## src/rtl/instr_fetch_if.sv

```systemverilog
// Fetch controller bus: control inputs, ROM address/data and the decoder-facing
// valid/ready instruction stream.
interface instr_fetch_if #(
    parameter int unsigned ADDR_W = 7,
    parameter int unsigned DATA_W = 16
);
    logic              start;
    logic              halt;
    logic              branch_en;
    logic [ADDR_W-1:0] branch_addr;
    logic [ADDR_W-1:0] rom_addr;
    logic [DATA_W-1:0] rom_q;
    logic [DATA_W-1:0] instr;
    logic [ADDR_W-1:0] instr_pc;
    logic              instr_valid;
    logic              instr_ready;
    logic              busy;

    modport master (
        input  start, halt, branch_en, branch_addr, rom_q, instr_ready,
        output rom_addr, instr, instr_pc, instr_valid, busy
    );

    modport slave (
        output start, halt, branch_en, branch_addr, rom_q, instr_ready,
        input  rom_addr, instr, instr_pc, instr_valid, busy
    );
endinterface

```

## src/rtl/instr_fetch_ctrl.sv

```systemverilog
// Fetch sequencer for a ROM with a registered output: owns the PC, tracks one
// in-flight read and buffers returned words in a 2-entry FIFO.
module instr_fetch_ctrl #(
    parameter int unsigned ADDR_W    = 7,
    parameter int unsigned DATA_W    = 16,
    parameter int unsigned LAST_ADDR = 127
) (
    input  logic          clk,
    input  logic          rst_n,
    instr_fetch_if.master bus
);
    localparam logic [ADDR_W-1:0] LastPc = ADDR_W'(LAST_ADDR);

    typedef enum logic [1:0] {StIdle, StRun, StDrain} state_e;

    state_e            state_q, state_d;
    logic [ADDR_W-1:0] pc_q, pc_d;
    logic              inflight_q, inflight_d;
    logic [ADDR_W-1:0] inflight_pc_q, inflight_pc_d;
    logic [1:0]        count_q, count_d;
    logic              rd_ptr_q, rd_ptr_d;
    logic              wr_ptr_q, wr_ptr_d;
    logic [DATA_W-1:0] buf_data_q [2];
    logic [ADDR_W-1:0] buf_pc_q [2];

    logic pop;
    logic push;
    logic room;
    logic issue;

    assign pop  = (count_q != 2'd0) && bus.instr_ready;
    // A word returning after a branch edge belongs to the flushed stream.
    assign push = inflight_q && !bus.branch_en;
    assign room = (({1'b0, count_q} + {2'b00, inflight_q}) - {2'b00, pop}) < 3'd2;
    assign issue = (state_q == StRun) && !bus.halt && !bus.branch_en && room;

    always_comb begin
        state_d       = state_q;
        pc_d          = pc_q;
        inflight_d    = issue;
        inflight_pc_d = issue ? pc_q : inflight_pc_q;
        count_d       = (count_q + {1'b0, push}) - {1'b0, pop};
        rd_ptr_d      = rd_ptr_q ^ pop;
        wr_ptr_d      = wr_ptr_q ^ push;

        if (issue) begin
            pc_d = (pc_q == LastPc) ? '0 : pc_q + 1'b1;
        end

        if (bus.branch_en) begin
            pc_d       = bus.branch_addr;
            inflight_d = 1'b0;
            count_d    = 2'd0;
            rd_ptr_d   = 1'b0;
            wr_ptr_d   = 1'b0;
        end

        unique case (state_q)
            StIdle: begin
                if (bus.start) state_d = StRun;
            end
            StRun: begin
                if (bus.halt) state_d = bus.branch_en ? StIdle : StDrain;
            end
            StDrain: begin
                if (count_d == 2'd0 && !inflight_d) state_d = StIdle;
            end
            default: state_d = StIdle;
        endcase
    end

    always_ff @(posedge clk or negedge rst_n) begin
        if (!rst_n) begin
            state_q       <= StIdle;
            pc_q          <= '0;
            inflight_q    <= 1'b0;
            inflight_pc_q <= '0;
            count_q       <= 2'd0;
            rd_ptr_q      <= 1'b0;
            wr_ptr_q      <= 1'b0;
        end else begin
            state_q       <= state_d;
            pc_q          <= pc_d;
            inflight_q    <= inflight_d;
            inflight_pc_q <= inflight_pc_d;
            count_q       <= count_d;
            rd_ptr_q      <= rd_ptr_d;
            wr_ptr_q      <= wr_ptr_d;
        end
    end

    always_ff @(posedge clk or negedge rst_n) begin
        if (!rst_n) begin
            buf_data_q[0] <= '0;
            buf_data_q[1] <= '0;
            buf_pc_q[0]   <= '0;
            buf_pc_q[1]   <= '0;
        end else if (push) begin
            buf_data_q[wr_ptr_q] <= bus.rom_q;
            buf_pc_q[wr_ptr_q]   <= inflight_pc_q;
        end
    end

    assign bus.rom_addr    = pc_q;
    assign bus.instr       = buf_data_q[rd_ptr_q];
    assign bus.instr_pc    = buf_pc_q[rd_ptr_q];
    assign bus.instr_valid = (count_q != 2'd0);
    assign bus.busy        = (state_q != StIdle);
endmodule

```

## src/flat_wrapper.sv

```systemverilog
// flat-port wrapper written by rule: the top's interface ports become plain ports
module instr_fetch_ctrl_flat 
#(
    parameter int unsigned ADDR_W    = 7,
    parameter int unsigned DATA_W    = 16,
    parameter int unsigned LAST_ADDR = 127
)
  (clk, rst_n, bus_start, bus_halt, bus_branch_en, bus_branch_addr, bus_rom_q, bus_instr_ready, bus_rom_addr, bus_instr, bus_instr_pc, bus_instr_valid, bus_busy);
  instr_fetch_if #(.ADDR_W(ADDR_W), .DATA_W(DATA_W)) bus_i ();
  input  logic clk;
  input  logic rst_n;
  input wire logic [$bits(bus_i.start)-1:0] bus_start;
  input wire logic [$bits(bus_i.halt)-1:0] bus_halt;
  input wire logic [$bits(bus_i.branch_en)-1:0] bus_branch_en;
  input wire logic [$bits(bus_i.branch_addr)-1:0] bus_branch_addr;
  input wire logic [$bits(bus_i.rom_q)-1:0] bus_rom_q;
  input wire logic [$bits(bus_i.instr_ready)-1:0] bus_instr_ready;
  output wire logic [$bits(bus_i.rom_addr)-1:0] bus_rom_addr;
  output wire logic [$bits(bus_i.instr)-1:0] bus_instr;
  output wire logic [$bits(bus_i.instr_pc)-1:0] bus_instr_pc;
  output wire logic [$bits(bus_i.instr_valid)-1:0] bus_instr_valid;
  output wire logic [$bits(bus_i.busy)-1:0] bus_busy;
  assign bus_i.start = bus_start;
  assign bus_i.halt = bus_halt;
  assign bus_i.branch_en = bus_branch_en;
  assign bus_i.branch_addr = bus_branch_addr;
  assign bus_i.rom_q = bus_rom_q;
  assign bus_i.instr_ready = bus_instr_ready;
  assign bus_rom_addr = bus_i.rom_addr;
  assign bus_instr = bus_i.instr;
  assign bus_instr_pc = bus_i.instr_pc;
  assign bus_instr_valid = bus_i.instr_valid;
  assign bus_busy = bus_i.busy;
  instr_fetch_ctrl #(.ADDR_W(ADDR_W), .DATA_W(DATA_W), .LAST_ADDR(LAST_ADDR)) u_core (.clk(clk), .rst_n(rst_n), .bus(bus_i));
endmodule
```

## config.mk

```make
export PLATFORM = sky130hd
export DESIGN_NAME = instr_fetch_ctrl_flat
export DESIGN_NICKNAME = d
export VERILOG_FILES = /design/src/rtl/instr_fetch_if.sv /design/src/rtl/instr_fetch_ctrl.sv /design/src/flat_wrapper.sv
export SDC_FILE = /design/constraint.sdc
export NUM_CORES = 1
export LEC_CHECK = 0
export ABC_AREA = 0
export BUFFER_PORTS_ARGS = -buffer_cell sky130_fd_sc_hd__buf_2
export CORE_MARGIN = 4
export CORE_UTILIZATION = 45
export CTS_BUF_LIST = sky130_fd_sc_hd__clkbuf_8
export DETAILED_ROUTE_END_ITERATION = 12
export PLACE_DENSITY = 0.67
export REMOVE_ABC_BUFFERS = 1
export SYNTH_ARGS = -nofsm -noshare
export SYNTH_HDL_FRONTEND = slang
export SYNTH_SLANG_ARGS = --single-unit
```

## constraint.sdc

```tcl
create_clock -name clk -period 4.9 [get_ports clk]
set_input_delay 0.98 -clock clk [delete_from_list [all_inputs] [get_ports clk]]
set_output_delay 0.98 -clock clk [all_outputs]
set_load 0.05 [all_outputs]
```

**Word-level counts from Yosys, hierarchy flattened**

Index checks and enable logic that the tools add are counted.

- Multiplexer cells: 24
- Shifts and indexed selects: 0
- Multiply operators: 0
- Div/mod/pow operators: 0
- Bitwise operators: 4
- Add/sub/neg operators: 5
- Reduce and logical (&&, ||, !) cells: 16
- Magnitude comparators: 4
- Eq/ne operators: 6

Operators with widths:

| cell | number |
|---|---|
| 16-bit two-way mux | 4 |
| 7-bit two-way mux | 7 |
| 32-bit bitwise mux | 1 |
| 16-bit demux with 1-bit select | 1 |
| 14-bit bitwise mux | 1 |
| 2-bit two-way mux | 5 |
| 7-bit by 1-bit adder with 7-bit output (second input constant) | 1 |
| 7-bit demux with 1-bit select | 1 |
| 7-bit equality test (second input constant) | 1 |
| 1-bit logical AND | 7 |
| 2-bit one-hot mux with 3 select lines | 1 |
| 2-bit nonzero test | 3 |
| 2-bit greater-or-equal comparator (second input constant) | 2 |
| 2-bit logical NOT | 2 |
| 2-bit inequality test (second input constant) | 2 |
| 1-bit inverter with 2-bit output | 2 |
| 2-bit by 1-bit adder with 3-bit output | 1 |
| 1-bit logical NOT | 3 |
| 3-bit by 2-bit less-than comparator with 1-bit output (second input constant) | 1 |
| 1-bit two-way mux | 3 |
| 3-bit AND reduction | 1 |
| 3-bit by 1-bit subtractor with 3-bit output | 1 |
| 2-bit by 1-bit adder with 2-bit output | 1 |
| 2-bit by 1-bit equality test with 1-bit output (second input constant) | 1 |
| other kinds (5) | 6 |

- Bits of input ports: 29
- Bits in read-only memories: 0
- Logic and storage cells: 70
- Memories kept: 0
- Output and inout bits: 32
- Register bits after elaboration: 67
- Latch bits: 0
- Bits in writable memories: 0

**Longest topological paths before layout**

- Word-level depth: 10
- Depth in mapped cells: 9
- Gate-level depth less buffers: 8

**Worst setup path before layout**

OpenSTA, ideal clock, no wires.

- Kind: input to register
- From: input bus_instr_ready
- To: register u_core.pc_q[3], in the netlist u_core.bus.rom_addr[3]
- Buffers on the path: 1
- Library setup time: 0.104 ns
- Stages on the path: 8
- Arrival time: 2.740 ns
- Slack: 2.056 ns
- Data required time: 4.796 ns
- Cell sequence: xor2_1 > nand2_1 > fa_1 > nand4bb_4 > or2_1 > buf_6 > or4_1 > o311ai_1

- Cells in the longest elaborated chain, start to end: 5

RTL lines:

| item | RTL line | source |
|---|---|---|
| start: declaration | flat_wrapper.sv:17 | `input wire logic [$bits(bus_i.instr_ready)-1:0] bus_instr_ready;` |
| 1-bit logical AND | instr_fetch_ctrl.sv:31 | `assign pop = (count_q != 2'd0) && bus.instr_ready;` |
| 3-bit by 1-bit subtractor with 3-bit output | instr_fetch_ctrl.sv:34 | `assign room = (({1'b0, count_q} + {2'b00, inflight_q}) - {2'b00, pop}) < 3'd2;` |
| 3-bit by 2-bit less-than comparator with 1-bit output | instr_fetch_ctrl.sv:34 |  |
| 1-bit logical AND | instr_fetch_ctrl.sv:35 | `assign issue = (state_q == StRun) && !bus.halt && !bus.branch_en && room;` |
| 2-bit nonzero test (no line) | n/a |  |
| end signal: assignment | instr_fetch_ctrl.sv:83 | `pc_q <= pc_d;` |
| end: declaration | instr_fetch_ctrl.sv:17 | `logic [ADDR_W-1:0] pc_q, pc_d;` |

No other way between the ends.
A chain may end at the register's enable or synchronous reset.

**Worst setup path in the final report**

- From: register u_core.rd_ptr_q
- To: output bus_instr[2]

- Cells in the longest elaborated chain, start to end: 4

RTL lines:

| item | RTL line | source |
|---|---|---|
| start: declaration | instr_fetch_ctrl.sv:21 | `logic rd_ptr_q, rd_ptr_d;` |
| start signal: assignment | instr_fetch_ctrl.sv:87 | `rd_ptr_q <= rd_ptr_d;` |
| 1-bit inverter with 2-bit output (implied by the code) | instr_fetch_ctrl.sv:105 | `assign bus.instr = buf_data_q[rd_ptr_q];` |
| 16-bit two-way mux (implied by the code) (3 in a row) | instr_fetch_ctrl.sv:105 |  |
| end: declaration | flat_wrapper.sv:19 | `output wire logic [$bits(bus_i.instr)-1:0] bus_instr;` |

No other way between the ends. The select of a mux whose other input is x is not followed.

==> summary.txt <==
Synth
  – #FFs+latches synth: 67
  – Synth warnings: 0
  – Synthesized area per cell: 13.7 um^2
  – Asr flop ratio synth: 100%
  – Synth Cell Area: 3070 um^2
  – Main synth FF type: dfrtp_1
  – Yosys cell types: 36
  – Mapped Cells: 224
  – Post-synthesis sequential area ratio: 54.6%
  – Post-synth EDFFs: 0

STA
  – Tcrit/Tclk final: 61.6%
  – Endpoints failing setup: 0
  – Setup TNS Final: 0 ns
  – Worst slew pin tran: 1.08 ns
  – Slew Limit Fails: 0
  – RSZ-0062 raised after global routing: false
  – Fin crit period: 3.02 ns
  – Fmax: 331 MHz
  – Rel. slew slack: 27.8%
  – Final hold violations: 0
  – Clk_skew: 0.0101 ns

Die
  – Initial Util: 47.2%
  – Site Rows: 29
  – Die X: 90.6 um
  – Core Region: 6490 um^2
  – Die span in y: 90.6 um
  – Die ar.: 8200 um^2
  – I/O pins: 61

Clocking
  – CTS H-tree depth: 3
  – Num Clock Sinks: 67
  – Clk Latency, worst-skew pair: 0.33 ns
  – Total CTS buffers: 9
  – Post-cts resize count: 0
  – CTS tree: built
  – Post-CTS Hold Fix Bufs: 0
  – Clock slew at reported path FFs: 0.07 ns
  – Max clock buf depth: 2
  – CTS Root Cell: clkbuf_8
  – # Post-CTS Setup Buffers: 0

Cells and area
  – Most common cell after layout, fill and taps aside: mux2_2
  – Layout cells sized above 1: 54.6%
  – Fill count: 561
  – Multi-input logic area: 1330 um^2
  – Antenna diode count: 0
  – Fin util: 55.9%
  – Area growth from synthesis to layout: 18.4%
  – Sequential cell area: 1680 um^2
  – Most frequent cells in the layout: 76 x mux2_2, 67 x dfrtp_1, 60 x buf_2
  – Nets@finish: 322

Critical path
  – Max incr delay on CP: 1.06 ns
  – Reg2reg path depth: 8
  – CP required: 3.92 ns
  – Startpoint type of the worst setup path: register
  – Crit end category: primary output
  – R2R Setup Slk: 2.21 ns
  – Critical-path top delay cell: dfrtp_1
  – Crit-path cells: mux2_2 -> buf_2
  – CP Max Fanout: 24
  – Crit path DAT: 2.04 ns
  – Critical path type: register to primary output

Routing
  – Avg WL per Cell: 15.0 um
  – Total Routed Length: 5.57 mm
  – Via count: 1936
  – DRT Pass-1 Iters: 2
  – Antenna viol nets, final: 0
  – Avg Vias per Cell: 5.23
  – First-iteration detailed-routing DRC count: 60
  – Detailed-route DRC error count: 0

Pwr
  – PD cells: 529 nW/um^2
  – VDD IR max: 0.202 mV
  – Leak Pwr: 1.74 nW

Placement
  – Placer congestion estimate: 0.773
  – Hpwl dp: 3.82 mm
  – Port bufs: 60

Global route
  – Initial antenna violation count: 0
  – GRT Total Usage: 14.7%
  – GRT overflow: 0
  – First-pass GRT wire length: 9.63 mm
  – Largest net degree at the start of global routing: 42
  – Vias in the first global route: 2018

Run
  – Max cap viols: 0

Outcome
  – Status: completed

Hold path
  – Worst min path class: register to register
  – Hold Crit Depth: 1
-- sequential cells by signal (all words and copies together) (netlist names) --
| register | flops |
|---|---|
| u_core.buf_data_q | 32 |
| u_core.buf_pc_q | 14 |
| u_core.bus.rom_addr | 7 |
| u_core.count_q | 2 |
| u_core.inflight_pc_q | 7 |
| u_core.inflight_q | 1 |
| u_core.rd_ptr_q | 1 |
| u_core.state_q | 2 |
| u_core.wr_ptr_q | 1 |
-- logic make-up (layout without fill, tap and decap cells) --
family          Yosys count  count (layout)  share of synthesized area (%)
compound gates           18              18                           3.92
xor+xnor                  6               6                           1.71
fa+ha+maj                 5               5                           2.28
buf+inv                  14              83                           1.96
flops                    67              67                           54.6
mux                      77              77                           28.2
simple gates             37              37                           7.26
-- through the flow --
step / power (mW) / worst slack, ns / hold WS [ns] / cells / instance area (um^2)
finish: 1.92 / 1.88 / 0.497 / 370 / 3630
global route: 2.03 / 1.74 / 0.513 / 370 / 3630
global placement: 1.51 / 1.84 / 0.475 / 354 / 3440
detailed placement: 1.52 / 1.79 / 0.491 / 354 / 3440
CTS: 1.95 / 1.82 / 0.498 / 370 / 3630
floorplan: 1.35 / 2.07 / 0.445 / 214 / 3020
-- final timing paths --
path,start,end
hold reg to reg,u_core.state_q[1]$_DFFE_PN0P_,u_core.state_q[0]$_DFFE_PN0P_
max in group asynchronous,rst_n,u_core.inflight_pc_q[0]$_DFFE_PN0P_
setup reg to reg,u_core.count_q[1]$_DFF_PN0_,u_core.inflight_pc_q[3]$_DFFE_PN0P_
setup / recovery,u_core.rd_ptr_q$_DFF_PN0_,bus_instr[2]
hold / removal,u_core.state_q[1]$_DFFE_PN0P_,u_core.state_q[0]$_DFFE_PN0P_
min in group asynchronous,rst_n,u_core.buf_data_q[15]$_DFFE_PN0P_
-- layer usage --
layer	share of wire [%]	up-vias	global-route usage, %	routed length [um]
met2	45	53	23.0	2530
met5	0	-	0	0
met1	49	948	19.4	2700
met3	5.0	8	3.67	279
met4	1.1	0	6.12	59
li1	-	927	-	-
-- area by class of cell --
cell class              count  share of cell area (%)
repair buffers             63                    8.89
flip-flops and latches     67                    46.2
clock inverters             4                   0.655
multi-input cells         143                    36.7
clock buffers              12                    4.55
inverters                   4                   0.414
well taps                  77                    2.65
-- synth_stat cells, types with 2 or more instances --
library cell  instances  area (um^2)
nand3_1               2         10.0
o21ai_0               6         30.0
nor2_1                5         18.8
nor3b_1               2         15.0
a21oi_1               4         20.0
nor4_1                3         18.8
dfrtp_1              67         1680
clkbuf_1              7         26.3
nand2_1              11         41.3
nand2b_1              3         18.8
buf_1                 2         7.51
xor2_1                3         26.3
ha_1                  4         50.1
xnor2_1               3         26.3
mux2_2               76          856
nor2b_1               2         12.5
inv_1                 4         15.0
or2_2                 2         12.5
-- where the power goes --
part | switching (mW) | internal (mW)
combinational | 0.475 | 0.251
clock | 0.196 | 0.223
sequential | 0.0801 | 0.693
total | 0.752 | 1.17
-- critical path, delay by kind of cell, from the launching register on --
family	cells	cell delay [ns]
flip-flops	1	1.06
multiplexers	1	0.43
buffers and inverters	1	0.21
Note: power is estimated with default switching activity, not from simulation.
